File: src/rtl/ex_lane_coordinator_t.sv
// N-lane EX coordinator: lane age ordering, store->load hazards, stall propagation, oldest-branch redirect with blanking.
// Optional EX_COORD_PERF_EN adds 32-bit redirect / store-hazard event counters.
module ex_lane_coordinator_t #(
  parameter int LANES     = 2,
  parameter int ORDER_W   = 2,
  parameter int ADDR_W    = 30,
  parameter int PC_W      = 32,
  parameter int BLANK_CYC = 2,
  localparam int IDX_W    = (LANES > 1) ? $clog2(LANES) : 1
) (
  input  logic                       clk,
  input  logic                       rst_n,
  input  logic                       act,
  input  logic [LANES-1:0]           lane_valid,
  input  logic [LANES*ORDER_W-1:0]   lane_order,
  input  logic [LANES*4-1:0]         lane_memop,
  input  logic [LANES*ADDR_W-1:0]    lane_addr,
  input  logic [LANES-1:0]           lane_pcsrc,
  input  logic [LANES*PC_W-1:0]      lane_bradd,
  input  logic [LANES-1:0]           me_stall,
  output logic [LANES-1:0]           stall_q,
  output logic [LANES-1:0]           sthaz_q,
  output logic [LANES-1:0]           kill_q,
  output logic                       redirect_q,
  output logic [PC_W-1:0]            redirect_pc_q,
  output logic [IDX_W-1:0]           oldest_q
`ifdef EX_COORD_PERF_EN
  ,
  output logic [31:0]                perf_redirect_cnt,
  output logic [31:0]                perf_sthaz_cnt
`endif
);

  localparam int BW   = (BLANK_CYC > 0) ? $clog2(BLANK_CYC + 1) : 1;
  localparam int HALF = 1 << (ORDER_W - 1);

  logic [ORDER_W-1:0] ord   [LANES];
  logic [3:0]         mop   [LANES];
  logic [ADDR_W-1:0]  addr  [LANES];
  logic [PC_W-1:0]    bradd [LANES];
  // older[i][j]: lane i is older than lane j
  logic [LANES-1:0]   older [LANES];
  logic [ORDER_W-1:0] tag_diff;

  logic [LANES-1:0]   sthaz_c;
  logic [LANES-1:0]   base_c;
  logic [LANES-1:0]   stall_c;
  logic [LANES-1:0]   taken_c;
  logic [LANES-1:0]   kill_c;
  logic [PC_W-1:0]    sel_pc;
  logic               sel_found;
  logic               sel_beaten;
  logic [IDX_W-1:0]   oldest_c;
  logic               old_found;
  logic               old_beaten;
  logic               fire;
  logic [BW-1:0]      blank_cnt;

  function automatic logic is_store(input logic [3:0] m);
    return (m != 4'd0) && (m[3:2] == 2'b00);
  endfunction

  always_comb begin
    for (int i = 0; i < LANES; i++) begin
      ord[i]   = lane_order[i*ORDER_W +: ORDER_W];
      mop[i]   = lane_memop[i*4 +: 4];
      addr[i]  = lane_addr[i*ADDR_W +: ADDR_W];
      bradd[i] = lane_bradd[i*PC_W +: PC_W];
    end
  end

  // Invalid lanes sort behind every valid lane; equal tags fall back to lane index.
  always_comb begin
    tag_diff = '0;
    for (int i = 0; i < LANES; i++) older[i] = '0;
    for (int i = 0; i < LANES; i++) begin
      for (int j = 0; j < LANES; j++) begin
        if (i != j && lane_valid[i]) begin
          if (!lane_valid[j]) begin
            older[i][j] = 1'b1;
          end else begin
            tag_diff    = ord[j] - ord[i];
            older[i][j] = ((tag_diff != '0) && (int'(tag_diff) < HALF)) ||
                          ((tag_diff == '0) && (i < j));
          end
        end
      end
    end
  end

  always_comb begin
    sthaz_c = '0;
    stall_c = '0;
    for (int j = 0; j < LANES; j++) begin
      if (lane_valid[j] && mop[j] != 4'd0) begin
        for (int i = 0; i < LANES; i++) begin
          if (older[i][j] && is_store(mop[i]) && addr[i] == addr[j]) sthaz_c[j] = 1'b1;
        end
      end
    end
    base_c = sthaz_c | me_stall;
    for (int j = 0; j < LANES; j++) begin
      stall_c[j] = base_c[j];
      for (int i = 0; i < LANES; i++) begin
        if (older[i][j] && base_c[i]) stall_c[j] = 1'b1;
      end
    end
  end

  always_comb begin
    taken_c    = lane_valid & lane_pcsrc & ~stall_c;
    sel_found  = 1'b0;
    sel_beaten = 1'b0;
    sel_pc     = '0;
    kill_c     = '0;
    old_found  = 1'b0;
    old_beaten = 1'b0;
    oldest_c   = '0;
    for (int i = 0; i < LANES; i++) begin
      sel_beaten = 1'b0;
      old_beaten = 1'b0;
      for (int k = 0; k < LANES; k++) begin
        if (taken_c[k] && older[k][i]) sel_beaten = 1'b1;
        if (lane_valid[k] && older[k][i]) old_beaten = 1'b1;
      end
      if (taken_c[i] && !sel_beaten && !sel_found) begin
        sel_found = 1'b1;
        sel_pc    = bradd[i];
        kill_c    = older[i];
      end
      if (lane_valid[i] && !old_beaten && !old_found) begin
        old_found = 1'b1;
        oldest_c  = IDX_W'(i);
      end
    end
  end

  assign fire = sel_found && (blank_cnt == '0);

  always_ff @(posedge clk or negedge rst_n) begin
    if (!rst_n) begin
      stall_q       <= '0;
      sthaz_q       <= '0;
      kill_q        <= '0;
      redirect_q    <= 1'b0;
      redirect_pc_q <= '0;
      oldest_q      <= '0;
      blank_cnt     <= '0;
    end else if (act) begin
      stall_q  <= stall_c;
      sthaz_q  <= sthaz_c;
      oldest_q <= oldest_c;
      if (fire) begin
        redirect_q    <= 1'b1;
        redirect_pc_q <= sel_pc;
        kill_q        <= kill_c;
        blank_cnt     <= BW'(BLANK_CYC);
      end else begin
        redirect_q <= 1'b0;
        kill_q     <= '0;
        if (blank_cnt != '0) blank_cnt <= blank_cnt - 1'b1;
      end
    end
  end

`ifdef EX_COORD_PERF_EN
  always_ff @(posedge clk or negedge rst_n) begin
    if (!rst_n) begin
      perf_redirect_cnt <= '0;
      perf_sthaz_cnt    <= '0;
    end else if (act) begin
      if (fire)     perf_redirect_cnt <= perf_redirect_cnt + 32'd1;
      if (|sthaz_c) perf_sthaz_cnt    <= perf_sthaz_cnt + 32'd1;
    end
  end
`endif

endmodule

File: config.mk
export PLATFORM = sky130hd
export DESIGN_NAME = ex_lane_coordinator_t
export DESIGN_NICKNAME = d
export VERILOG_FILES = /design/src/rtl/ex_lane_coordinator_t.sv
export SDC_FILE = /design/constraint.sdc
export NUM_CORES = 1
export LEC_CHECK = 0
export BUFFER_PORTS_ARGS = -buffer_cell sky130_fd_sc_hd__buf_2
export CAP_MARGIN = 10
export CORE_MARGIN = 10
export CORE_UTILIZATION = 40
export DETAILED_ROUTE_END_ITERATION = 10
export PLACE_DENSITY_LB_ADDON = 0.15
export SLEW_MARGIN = 30
export SYNTH_ARGS = -nofsm -noshare
export SYNTH_HDL_FRONTEND = slang
export SYNTH_SLANG_ARGS = --single-unit
File: constraint.sdc
create_clock -name clk -period 4.4 [get_ports clk]
set_input_delay 0 -clock clk [delete_from_list [all_inputs] [get_ports clk]]
set_output_delay 0 -clock clk [all_outputs]
set_load 0.01 [all_outputs]
======== Yosys cells after proc, flatten, opt, wreduce, memory -nomap -nowiden ========
Cells that the tools add are included.
word-level totals
  logic and storage cells ................. 86
  bits in registers ....................... 42
  RAM bits ................................ 0
  input port bits ......................... 145
  output and inout port bits .............. 40
  latch bits .............................. 0
  memory bits (read-only) ................. 0
  memories kept ........................... 0
cells by class
  reduce and logical (&&, ||, !) cells .... 42
  $add $sub $neg .......................... 3
  order comparisons ....................... 2
  mux-type cells .......................... 26
  shift operators ......................... 0
  equal/unequal tests ..................... 2
  multiply operators ...................... 0
  divide/modulo/power cells ............... 0
  bitwise logic cells ..................... 4
operators by type and width
  operator                                          number
  two-way mux 32 bit                                2
  == test 30 bit                                    2
  logical AND 1 bit                                 23
  two-way mux 1 bit                                 19
  two-way mux 2 bit                                 5
  logical NOT 2 bit                                 4
  nonzero test 2 bit                                4
  nonzero test 4 bit                                2
  logical NOT 1 bit                                 6
  bitwise AND 2 bit                                 2
  < comparator 2 bit, second input constant         2
  AND reduction 2 bit                               2
  subtractor 2 bit                                  2
  NOT 2 bit                                         1
  OR 2 bit                                          1
  subtractor 2 x 1 -> 2 bit, second input constant  1
  logical OR 1 bit                                  1

======== Longest topological paths before layout ========
  depth in word-level cells ............... 26
  gate-level depth with buffers ........... 11
  gate-level depth less buffers ........... 10

======== Worst setup path before layout ========
OpenSTA, ideal clock, no wires.
  path kind ............................... input to register
  start point ............................. input lane_memop[1]
  end point ............................... register redirect_pc_q[10]
  required time ........................... 4,275 ps
  slack ................................... 1,939 ps
  library setup time ...................... 125 ps
  arrival ................................. 2,336 ps
  stages .................................. 9
  buffers on the path ..................... 1
  cells stage by stage .................... or4_1 -> o2111ai_1 -> a21bo_1 -> a31o_2 -> a211oi_4 -> mux2i_2 -> nor2_8 -> buf_12 -> mux2_4
between the ends
  cells in the longest elaborated chain, start to end .. 20
  elaborated cells between the ends (all ways) .. 31
  those cells by class .................... 11 x mux; 3 x bitwise; 17 x reduce/logical
ends and longest elaborated chain
  what                                  RTL line  text
  start, declared                       16        input logic [LANES*4-1:0] lane_memop,
  nonzero test 4 bit *                  60, 95
  logical AND 1 bit                     60        return (m != 4'd0) && (m[3:2] == 2'b00);
  logical AND 1 bit (2 in series)       97        if (older[i][j] && is_store(mop[i]) && addr[i] == addr[j]) sthaz_c[j] = 1'b1;
  two-way mux 1 bit                     97
  two-way mux 1 bit                     95        if (lane_valid[j] && mop[j] != 4'd0) begin
  OR 2 bit *                            101       base_c = sthaz_c | me_stall;
  two-way mux 1 bit                     105       if (older[i][j] && base_c[i]) stall_c[j] = 1'b1;
  NOT 2 bit *                           111       taken_c = lane_valid & lane_pcsrc & ~stall_c;
  [3 not listed]                        -
  logical NOT 1 bit                     126       if (taken_c[i] && !sel_beaten && !sel_found) begin
  logical AND 1 bit                     126
  two-way mux 1 bit                     126
  logical NOT 1 bit                     126
  logical AND 1 bit                     126
  two-way mux 1 bit                     126
  logical AND 1 bit                     138       assign fire = sel_found && (blank_cnt == '0);
  AND reduction 2 bit (no source line)  -
  end signal, assigned                  155       redirect_pc_q <= sel_pc;
  end, declared                         25        output logic [PC_W-1:0] redirect_pc_q,
Mark *: on every way between the ends. The rest lies on a longest branch, timed or not.
A chain may end at the register's enable or synchronous reset.

======== Worst setup path after layout ========
  start point ............................. input lane_order[0]
  end point ............................... register redirect_pc_q[16]
between the ends
  cells in the longest elaborated chain, start to end .. 24
  elaborated cells between the ends (all ways) .. 45
  those cells by class .................... 2 x add/sub; 2 x order compare; 16 x mux; 3 x bitwise; 22 x reduce/logical
ends and longest elaborated chain
  what                                                      RTL line  text
  start, declared                                           15        input logic [LANES*ORDER_W-1:0] lane_order,
  subtractor 2 bit                                          82        tag_diff = ord[j] - ord[i];
  < comparator 2 bit or nonzero test 2 bit (tied branches)  83        older[i][j] = ((tag_diff != '0) && (int'(tag_diff) < HALF)) ||
  logical AND 1 bit                                         83
  logical OR 1 bit or two-way mux 1 bit (tied branches)     83, 79
  two-way mux 1 bit (on tied branches)                      79, 78
  two-way mux 1 bit or logical AND 1 bit (tied branches)    78, 97
  logical AND 1 bit                                         97
  logical AND 1 bit or two-way mux 1 bit (tied branches)    97
  [8 not listed]                                            -
  logical NOT 1 bit                                         126
  logical AND 1 bit                                         126
  two-way mux 1 bit                                         126
  logical NOT 1 bit                                         126
  logical AND 1 bit                                         126
  two-way mux 1 bit                                         126
  logical AND 1 bit                                         138
  AND reduction 2 bit (no source line)                      -
Several ways; a longest one is shown, not always the timed one.

==> out/results.tsv <==
stage	metric	value	unit
floorplanning	FP Rows	29	
timing	relative slew slack	49.2	%
logic_synthesis	Syn Nets	374	
clock_network	root buffer cell	clkbuf_8	
logic_synthesis	ys async rst share	100	%
logic_synthesis	Post-synth EDFFs	0	
hold_path	hold_sp	act	
floorplanning	Starting Density	41.8	%
finish	fin nets	558	
pwr	Pwr Density	329	nW/um^2
clock_network	H-tree levels	2	
global_route	first-pass GRT wire length	12900	um
clock_network	clock sink count	42	
timing	Setup Skew	8.18	ps
critical_path	Startpoint Class	input port	
pwr	Leak	0.00201	uW
logic_synthesis	Mapped Area	2700	sq um
logic_synthesis	Synth area leaders	dfrtp_1 (39%), mux2_4 (16%), a22o_1 (11%)	
floorplanning	Core Box Area	6460	sq um
placed_design	Port Buf Inserts	184	
clock_network	cts bufs inserted	5	
global_route	initial antenna violation count	0	
logic_synthesis	Avg Cell Area, Syn	11.9	sq um
global_route	number of global-route vias before repair	2709	
critical_path	Reg2Reg Setup Slack	2430	ps
global_route	pin count of the biggest net entering global routing	43	
critical_path	Crit Path Max Fanout	18	
critical_path	CP endpoint kind	flip-flop	
logic_synthesis	Yosys reg bits	42	
clock_network	CTS tree	done	
timing	Tmin final	2680	ps
logic_synthesis	cell count after synthesis	226	
status	status	completed	
pwr	worst vdd ir	0.000133	V
finish	Area growth, synth to finish	38.4	%
timing	Hold Vio Cnt, Final	0	
logic_synthesis	cell taking the most area after synthesis	dfrtp_1	
clock_network	Worst-Skew Late Latency	300	ps
hold_path	WHS Endpoint	stall_q[0]	
timing	post-route setup TNS	0	ps
routing	Final ANT Viol Nets	0	
logic_synthesis	Synth top area share	38.9	%
clock_network	clock buffer depth	2	
placed_design	DP HPWL	6970	um
global_route	Congestion Overflow GR	0	
global_route	gr usage total	15.5	%
pwr	Power Total	1230	uW
routing	DR iter-0 viols	94	
routing	DR pass1 iterations	6	
placed_design	Routability Congestion	0.807	
hold_path	hold path cells	2	
critical_path	CP Data Arrival Time	2910	ps
logic_synthesis	Cell variety after synth	38	
finish	Inserted Diodes	0	
timing	Fmax	374	MHz
floorplanning	die area	10400	sq um
timing	Slew Viols, Final	0	
critical_path	worst r2r path cells	5	
routing	vias per cell	5.02	
critical_path	Worst Path Required	4640	ps
critical_path	WS Path Type	in -> reg	
finish	fillers	592	
floorplanning	total I/O pin count	185	
timing	Slew @ Worst Pin	762	ps
finish	area of the multi-input gates	1530	sq um
logic_synthesis	yosys warns	0	
critical_path	CP startpoint	lane_order[0]	
clock_network	Worst-path clk slew	80	ps
critical_path	r2r endpoint	redirect_pc_q[6]	
timing	RSZ-0062 raised after global routing	no	
logic_synthesis	Top FF cell, synth	dfrtp_1	
floorplanning	height of the die	102	um
logic_synthesis	post-synthesis sequential area ratio	38.9	%
timing	final setup vio count	0	
finish	sequential cell area	1050	sq um
hold_path	Worst Hold Class	in -> reg	
finish	layout cells sized above 1	56.7	%
timing	Final Cycle Share	60.8	%
routing	Avg WL per Cell	17.5	um
routing	DR vias	2448	
routing	Remaining DRCs	0	
critical_path	RR Startpoint	blank_cnt[0]	
flow_run	max_cap viols	0	
floorplanning	Die X	102	um
routing	final WL	8560	um
## layer usage
layer	up-vias	wire length [um]	track usage, %
met5	-	0	0
met4	0	64	3.36
met3	8	970	7.42
met2	109	4270	27.8
met1	1126	3250	16.1
li1	1205	-	-
## logic make-up (layout without fill, tap and decap cells)
kind of cell,after synthesis,count (layout),share of synthesized area (%)
compound gates,54,54,16.8
xor+xnor,32,32,10.4
fa+ha+maj,3,3,1.39
buf+inv,18,203,4.59
flops,42,42,38.9
mux,36,36,19.0
simple gates,41,41,8.85
## report_power, final
group          switching, uW  internal, uW
logic                    207           258
clock network            135           112
registers               43.7           475
## state kept, by name, indices dropped and copies added, names as in the netlist
| signal | cells |
|---|---|
| sthaz_q | 2 |
| oldest_q | 1 |
| redirect_q | 1 |
| redirect_pc_q | 32 |
| blank_cnt | 2 |
| kill_q | 2 |
| stall_q | 2 |
## worst max-delay path by stage
stage               slack, ps  cells past startpoint                end
floorplan                1940                      9  redirect_pc_q[10]
global placement         1510                      9   redirect_pc_q[4]
detailed placement       1430                     12  redirect_pc_q[24]
CTS                      1730                     12  redirect_pc_q[16]
global route             1540                     12  redirect_pc_q[14]
finish                   1720                     12  redirect_pc_q[16]
## worst max-delay path, stage by stage
cell      delay (ps)
buf_2             90
inv_1             40
ha_1             300
and3b_1          210
mux2i_1          150
a21bo_1          230
a31o_2           270
a211oi_4         320
a21boi_2         630
buf_4            360
a22o_1           170
mux2_4           140
## cells in the mapped netlist (all sizes together) (3+ instances only)
master   n
dfrtp   42
buf      9
mux2i    3
and2     3
xnor2   32
inv      8
a21oi    5
mux2    33
o21ai    3
nand2    9
a22o    33
nor2     7
nand4    9
nor4     4
ha       3
## final cells by class
cell class	instances	area share (%)
Multi-Input combinational cell	166	40.8
Sequential cell	42	28.1
Timing Repair Buffer	187	25.4
Tap cell	77	2.58
Clock buffer	6	1.94
Inverter	8	0.803
Clock inverter	2	0.368
## cells in the final DEF (no fill, tap or decap), types with 2 or more instances in the layout
cell       synthesis  routed
a21boi_2           2       2
a21oi_1            5       5
a22o_1            33      33
and2_1             3       3
buf_2              6     183
buf_4              0       3
clkbuf_8           0       5
dfrtp_1           42      42
ha_1               3       3
inv_1              8       8
mux2_2             4       4
mux2_4            29      29
mux2i_1            2       2
nand2_1            9       9
nand3b_1           2       2
nand4_1            9       9
nor2_1             6       6
nor4_1             4       4
o211ai_1           2       2
o21ai_0            3       3
o2bb2ai_1          2       2
xnor2_1           32      32
## metrics by stage
| step | util [%] | area [sq um] | worst slack, ps | hold WS (ps) | std cells |
|---|---|---|---|---|---|
| 3_5_place_dp | 56.3 | 3640 | 1430 | 206 | 479 |
| 3_3_place_gp | 56.3 | 3640 | 1510 | 187 | 479 |
| 4_1_cts | 57.8 | 3730 | 1730 | 29.1 | 488 |
| 2_1_floorplan | - | 2700 | 1940 | -296 | 226 |
| 6_report | 57.9 | 3740 | 1720 | 32.6 | 488 |
| 5_1_grt | 57.9 | 3740 | 1540 | 29.2 | 488 |
## what timing repair did
item | 4_1_cts | 5_1_grt
gates resized for setup | 0 | 0
hold endpoints to repair | 42 | 0
hold buffers | 1 | 0
buffers inserted | 0 | 0
(Power assumes the default switching activity.)
